===== src/rtl/button_conditioner.sv =====
// Synchronises and debounces four raw push-buttons into clean levels and press pulses,
// and derives a single-cycle refresh_tick once per VGA frame from the pixel counters.
module button_conditioner #(
    parameter int DB_CYCLES = 1_000_000,
    parameter int Y_TICK    = 481,
    parameter int X_TICK    = 0
) (
    input  logic       clk,
    input  logic       reset,
    input  logic       btnU_raw,
    input  logic       btnL_raw,
    input  logic       btnD_raw,
    input  logic       btnR_raw,
    input  logic [9:0] x,
    input  logic [9:0] y,
    output logic       btnU,
    output logic       btnL,
    output logic       btnD,
    output logic       btnR,
    output logic [3:0] btn_press,
    output logic       refresh_tick
);

    localparam int CNT_W = (DB_CYCLES > 1) ? $clog2(DB_CYCLES) : 1;
    localparam logic [CNT_W-1:0] CNT_LAST = CNT_W'(DB_CYCLES - 1);

    typedef enum logic [1:0] {
        LOW    = 2'd0,
        ARM_HI = 2'd1,
        HIGH   = 2'd2,
        ARM_LO = 2'd3
    } db_state_t;

    logic [3:0] btn_raw;
    logic [3:0] sync_p0;
    logic [3:0] sync_p1;
    logic [3:0] level_vec;
    logic [3:0] press_vec;

    // Channel order {U,L,D,R}, so bit 3 is U and bit 0 is R throughout.
    assign btn_raw = {btnU_raw, btnL_raw, btnD_raw, btnR_raw};

    // Stage p0 -> p1: two-flop synchroniser, the FSMs only ever look at p1.
    always_ff @(posedge clk or posedge reset) begin
        if (reset) begin
            sync_p0 <= '0;
            sync_p1 <= '0;
        end else begin
            sync_p0 <= btn_raw;
            sync_p1 <= sync_p0;
        end
    end

    for (genvar i = 0; i < 4; i++) begin : g_ch
        db_state_t        state_q, state_d;
        logic [CNT_W-1:0] cnt_q, cnt_d;
        logic             level_q, level_d;
        logic             press_q, press_d;
        logic             s2;

        assign s2 = sync_p1[i];

        always_ff @(posedge clk or posedge reset) begin
            if (reset) begin
                state_q <= LOW;
                cnt_q   <= '0;
                level_q <= 1'b0;
                press_q <= 1'b0;
            end else begin
                state_q <= state_d;
                cnt_q   <= cnt_d;
                level_q <= level_d;
                press_q <= press_d;
            end
        end

        // Counter is cleared on every state change, so it never needs to wrap.
        always_comb begin
            state_d = state_q;
            cnt_d   = cnt_q;
            level_d = level_q;
            press_d = 1'b0;
            case (state_q)
                LOW: begin
                    if (s2) begin
                        state_d = ARM_HI;
                        cnt_d   = '0;
                    end
                end
                ARM_HI: begin
                    if (!s2) begin
                        state_d = LOW;
                        cnt_d   = '0;
                    end else if (cnt_q == CNT_LAST) begin
                        state_d = HIGH;
                        cnt_d   = '0;
                        level_d = 1'b1;
                        press_d = 1'b1;
                    end else begin
                        cnt_d = cnt_q + CNT_W'(1);
                    end
                end
                HIGH: begin
                    if (!s2) begin
                        state_d = ARM_LO;
                        cnt_d   = '0;
                    end
                end
                ARM_LO: begin
                    if (s2) begin
                        state_d = HIGH;
                        cnt_d   = '0;
                    end else if (cnt_q == CNT_LAST) begin
                        state_d = LOW;
                        cnt_d   = '0;
                        level_d = 1'b0;
                    end else begin
                        cnt_d = cnt_q + CNT_W'(1);
                    end
                end
                default: begin
                    state_d = LOW;
                    cnt_d   = '0;
                    level_d = 1'b0;
                end
            endcase
        end

        assign level_vec[i] = level_q;
        assign press_vec[i] = press_q;
    end

    assign btnU      = level_vec[3];
    assign btnL      = level_vec[2];
    assign btnD      = level_vec[1];
    assign btnR      = level_vec[0];
    assign btn_press = press_vec;

    logic match_p0;
    logic match_p1;
    logic tick_q;

    assign match_p0 = (x == 10'(X_TICK)) && (y == 10'(Y_TICK));

    // Stage p0 -> p1: rising-edge detect, x holds X_TICK for several clocks per pixel.
    always_ff @(posedge clk or posedge reset) begin
        if (reset) begin
            match_p1 <= 1'b0;
            tick_q   <= 1'b0;
        end else begin
            match_p1 <= match_p0;
            tick_q   <= match_p0 & ~match_p1;
        end
    end

    assign refresh_tick = tick_q;

endmodule


===== config.mk =====
export PLATFORM = sky130hd
export DESIGN_NAME = button_conditioner
export DESIGN_NICKNAME = d
export VERILOG_FILES = /design/src/rtl/button_conditioner.sv
export SDC_FILE = /design/constraint.sdc
export NUM_CORES = 1
export LEC_CHECK = 0
export BUFFER_PORTS_ARGS = -buffer_cell sky130_fd_sc_hd__clkbuf_2
export CORE_ASPECT_RATIO = 2
export CORE_MARGIN = 4
export CORE_UTILIZATION = 25
export CTS_BUF_LIST = sky130_fd_sc_hd__clkbuf_8
export CTS_CLUSTER_DIAMETER = 60
export CTS_CLUSTER_SIZE = 16
export DETAILED_ROUTE_END_ITERATION = 8
export MAX_ROUTING_LAYER = met4
export PLACE_DENSITY = 0.41
export SLEW_MARGIN = 0
export SYNTH_ARGS = -nofsm -noshare
export SYNTH_HDL_FRONTEND = slang
export SYNTH_SLANG_ARGS = --single-unit

===== constraint.sdc =====
create_clock -name clk -period 5.8 [get_ports clk]
set_clock_uncertainty 0.05 [all_clocks]
set_input_delay 0.58 -clock clk [delete_from_list [all_inputs] [get_ports clk]]
set_output_delay 0.58 -clock clk [all_outputs]
set_load 0.1 [all_outputs]

======== Word-level counts from Yosys, hierarchy flattened ========
Cells that the tools add are included.
storage, ports and cells
  bits in latches ......................... 0
  output and inout port bits .............. 9
  bits of input ports ..................... 26
  memory bits (writable) .................. 0
  logic and storage cells ................. 181
  memory bits (read-only) ................. 0
  memories kept ........................... 0
  register bits after elaboration ......... 106
operators by class
  multipliers ............................. 0
  $lt $le $gt $ge ......................... 0
  eq/ne operators ......................... 49
  shift operators ......................... 0
  reduce and logical (&&, ||, !) cells .... 22
  $add $sub $neg .......................... 4
  multiplexer cells ....................... 84
  div/mod/pow operators ................... 0
  bitwise logic cells ..................... 2
operators by type and width
  operator                 count
  $mux W20                 20
  $pmux W20 S4             4
  $add A20 B1 Y20 const B  4
  $eq A20 B20 Y1 const B   4
  $mux W2                  24
  $ne A2 B2 Y1 const B     24
  $pmux W2 S4              4
  $mux W1                  28
  $ne A3 B3 Y1 const B     8
  $reduce_and A5 Y1        4
  $eq A2 B2 Y1 const B     8
  $reduce_and A4 Y1        4
  $eq A10 B9 Y1 const B    1
  $logic_not A10 Y1        1
  $eq A2 B1 Y1 const B     4
  $logic_not A2 Y1         4
  $pmux W1 S2              4
  $reduce_and A2 Y1        4
  $reduce_bool A2 Y1       4
  $and A1 B1 Y1            1
  $logic_and A1 B1 Y1      1
  $not A1 Y1               1

======== Depth between registers and ports, before layout ========
  depth in word-level cells ............... 4
  mapped depth ............................ 8
  depth with buffers taken out ............ 6

======== Least setup slack after synthesis ========
Ideal clock, no wire load.
  path type ............................... register to register
  start point ............................. register g_ch[0].cnt_q[0]
  end point ............................... register g_ch[0].cnt_q[13]
  clock period less this slack ............ 1,980 ps
  path buffers ............................ 0
  stages on the path, launching flop included .. 7
  arrival ................................. 1,861 ps
  setup time .............................. 69 ps
  path slack .............................. 3,820 ps
  data required time ...................... 5,681 ps
  cells stage by stage .................... dfrtp_1 ha_1 nand4_4 and4bb_2 a21o_1 or4_1 nand3_1
between the ends
  longest elaborated chain between the ends .. 4
  elaborated cells on any way between the ends .. 6
  those cells by class .................... 1 x add/sub; 1 x eq/ne; 4 x mux
ends and longest elaborated chain
  item                                               RTL line  source
  start: declaration                                 56        logic [CNT_W-1:0] cnt_q, cnt_d;
  start signal: assignment                           71        cnt_q <= cnt_d;
  $add A20 B1 Y20 or $eq A20 B20 Y1 (tied branches)  --
  $mux W20 *                                         94, 113
  $mux W20 (on tied branches)                        110, 91
  $pmux W20 S4 *                                     83        case (state_q)
Mark *: on every way between the ends. The rest lies on a longest branch, timed or not.
A chain may end at the register's enable or synchronous reset.

======== Worst setup path after layout ========
  start point ............................. register g_ch[0].cnt_q[0]
  end point ............................... register g_ch[0].cnt_q[6]
Same word-level chain as after synthesis.

==> impl_metrics.tcl <==
set metrics [dict create \
    synth_seq_cells 106 \
    cts_sinks 106 \
    cts_tree "done" \
    yosysTopAreaCellShare 0.477 \
    hold_viol_final 0 \
    cts_max_path_buffers 2 \
    cellPowerDensity_mw_per_mm2 224 \
    r2r_end "g_ch[0].cnt_q[6]$_DFFE_PP0P_" \
    stdcell_count 901 \
    port_buffers 34 \
    cts_root_buf "clkbuf_8" \
    coreArea_mm2 0.0217 \
    tightest_slew_ns 1.21 \
    crit_fanout 27 \
    setup_viol 0 \
    finalWirelength_um 14100 \
    fin_crit_sh 0.460 \
    die_area_mm2 0.0248 \
    grt.overflow.total 0 \
    synth_cells 602 \
    holdCritPathClass "input pin to async pin" \
    initial_core_util 0.256 \
    num_vias 4636 \
    track_usage 0.123 \
    drc 0 \
    cts_max_level 3 \
    cp.arrival_ns 2.95 \
    ys_dominant_reg_cell "dfrtp_1" \
    cts_hold_buf 0 \
    area_growth_pct 10.2 \
    die_x_um 113 \
    wl_per_cell_um 15.6 \
    r2r_start "g_ch[0].cnt_q[0]$_DFFE_PP0P_" \
    drv_cap 0 \
    drtPass1Iterations 6 \
    r2r_setup_slack_ns 3.13 \
    grt_pass1_wl_um 23500 \
    final_util 0.282 \
    fin_setup_tns_ns 0 \
    critical_path_required_ns 6.08 \
    ir_worst_vdd_mv 0.0969 \
    synth_cell_types 60 \
    period_needed_ns 2.67 \
    synthTopCellsByArea "dfrtp_1, nand3_1, nand2_1" \
    row_count 76 \
    outcome "finished clean" \
    gp_congestion 0.816 \
    rsz0062_at_grt "false" \
    grt_pass1_vias 4653 \
    cts_buffers 9 \
    synth_nets 632 \
    reg2reg_depth 6 \
    cp-endpoint "g_ch[0].cnt_q[6]$_DFFE_PP0P_" \
    leakagePower_nw 2.57 \
    ys_warn_count 0 \
    die_h_um 219 \
    syn_avg_cell_area_um2 9.23 \
    ys_seq_area_frac 0.477 \
    synth_area_mm2 0.00556 \
    synth_edf_count 0 \
    ys_async_sr_fraction 1.00 \
    start_kind "flip-flop" \
    insertion_delay_ns 0.41 \
    fmax_ghz 0.375 \
    pin_count 35 \
    grt_max_degree 64 \
    drt_iter0_drc 183 \
    antenna_found_initial 0 \
    post-cts-setup-buffers 0 \
    startpoint "g_ch[0].cnt_q[0]$_DFFE_PP0P_" \
    slew_headroom 0.191 \
    synth_top_area_cell "dfrtp_1" \
    via_per_inst 5.15 \
    crit_type "flip-flop to flip-flop" \
    cts_resized 0 \
    fin_nets 652 \
    endpoint_kind "flip-flop" \
    ant_nets 0 \
    place_hpwl_um 9950 \
    drive_gt1_frac 0.116 \
    clk_pin_slew_worst_paths_ns 0.11 \
    placed_cells 884 \
    maxSlewViolCount 0 \
]
cells in the mapped netlist (all sizes together), types with 8 or more instances:
library cell,n
dfrtp,106
nand2,68
nand3,54
o21ai,39
a31oi,38
a21oi,36
nor2,30
inv,22
buf,18
and3,17
nand4,17
nor3,16
nor4,12
or3,12
a22o,10
a21o,9
clkbuf,8
nand2b,8
cells in the final DEF (no fill, tap or decap), types with 4 or more instances in the layout:
master / n
a21o_1: 9
a21oi_1: 33
a22o_1: 10
a31oi_1: 38
a41oi_1: 7
and3_1: 17
and4_1: 6
clkbuf_2: 34
clkbuf_8: 9
dfrtp_1: 106
ha_1: 4
inv_1: 23
nand2_1: 68
nand2b_1: 8
nand3_1: 53
nand4_1: 15
nor2_1: 30
nor3_1: 15
nor4_1: 7
nor4b_1: 5
o211ai_1: 6
o21ai_0: 39
or2_2: 6
or3_1: 12
or4_1: 4
xor2_1: 7
logic make-up (layout without fill, tap and decap cells):
family,count (synthesis),count (layout),synth area share
compound gates,163,163,0.187
xor+xnor,8,8,0.0126
fa+ha+maj,4,4,0.00901
buf+inv,48,73,0.0387
flops,106,106,0.477
mux,2,2,0.00360
other cells,0,1,0
simple gates,271,271,0.272
registers in the layout, summed over array words and instances, names as in the netlist, named ones only:
register      count
refresh_tick      1
sync_p1           4
g_ch.state_q      4
btnR              1
btnL              1
g_ch.cnt_q       80
g_ch.press_q      4
btnD              1
sync_p0           4
btnU              1
match_p1          1
stage by stage:
step	power, mW	area [µm²]	worst slack (ns)	hold WS [ns]
after global placement	0.944	5950	3.20	0.287
final	1.37	6120	3.13	0.156
after detailed placement	0.949	5950	3.19	0.285
after floorplan	0.903	5560	2.38	0.281
after CTS	1.40	6120	3.17	0.171
after global routing	1.45	6120	2.91	0.188
critical path: stages (launching register included):
cell and delay (ns):
dfrtp_1 0.45, ha_1 0.29, nand4_4 0.15, and4bb_2 0.28, a21oi_2 0.91, o21ai_0 0.23, a31oi_1 0.23
final cells by class:
| cell class | instances | area, µm² |
|---|---|---|
| fill | 2291 | 15600 |
| timing repair buffer | 35 | 178 |
| multi-input combinational | 448 | 2690 |
| antenna | 1 | 2.50 |
| inverter | 22 | 85.1 |
| tap | 273 | 342 |
| sequential | 106 | 2650 |
| clock inverter | 7 | 47.5 |
| clock buffer | 9 | 124 |
power by group:
group          total [mW]  switching, mW  leakage [nW]  internal, mW
clock               0.439          0.283        0.0845         0.156
combinational       0.139         0.0964          1.04        0.0422
sequential          0.794         0.0320          1.45         0.762
total                1.37          0.412          2.57         0.959
how the worst min path moves through the flow:
stage                                    start                             end  slack [ns]  cells after the start
after floorplan           sync_p0[0]$_DFF_PP0_            sync_p1[0]$_DFF_PP0_        0.28                      0
after global placement    sync_p0[2]$_DFF_PP0_            sync_p1[2]$_DFF_PP0_        0.29                      0
after detailed placement  sync_p0[2]$_DFF_PP0_            sync_p1[2]$_DFF_PP0_        0.28                      0
after CTS                                reset    g_ch[0].cnt_q[7]$_DFFE_PP0P_        0.17                      2
after global routing                     reset  g_ch[0].state_q[0]$_DFFE_PP0P_        0.19                      2
final                                    reset    g_ch[0].cnt_q[7]$_DFFE_PP0P_        0.16                      2
per-layer routing:
| layer | vias to the layer above | part of all wire | wire (µm) | global-route usage |
|---|---|---|---|---|
| li1 | 2295 | - | - | - |
| met4 | 0 | 0.026 | 369 | 0.0570 |
| met5 | - | 0 | 0 | - |
| met1 | 2264 | 0.40 | 5580 | 0.125 |
| met3 | 17 | 0.022 | 308 | 0.0246 |
| met2 | 60 | 0.56 | 7840 | 0.223 |
(Power assumes the default switching activity.)
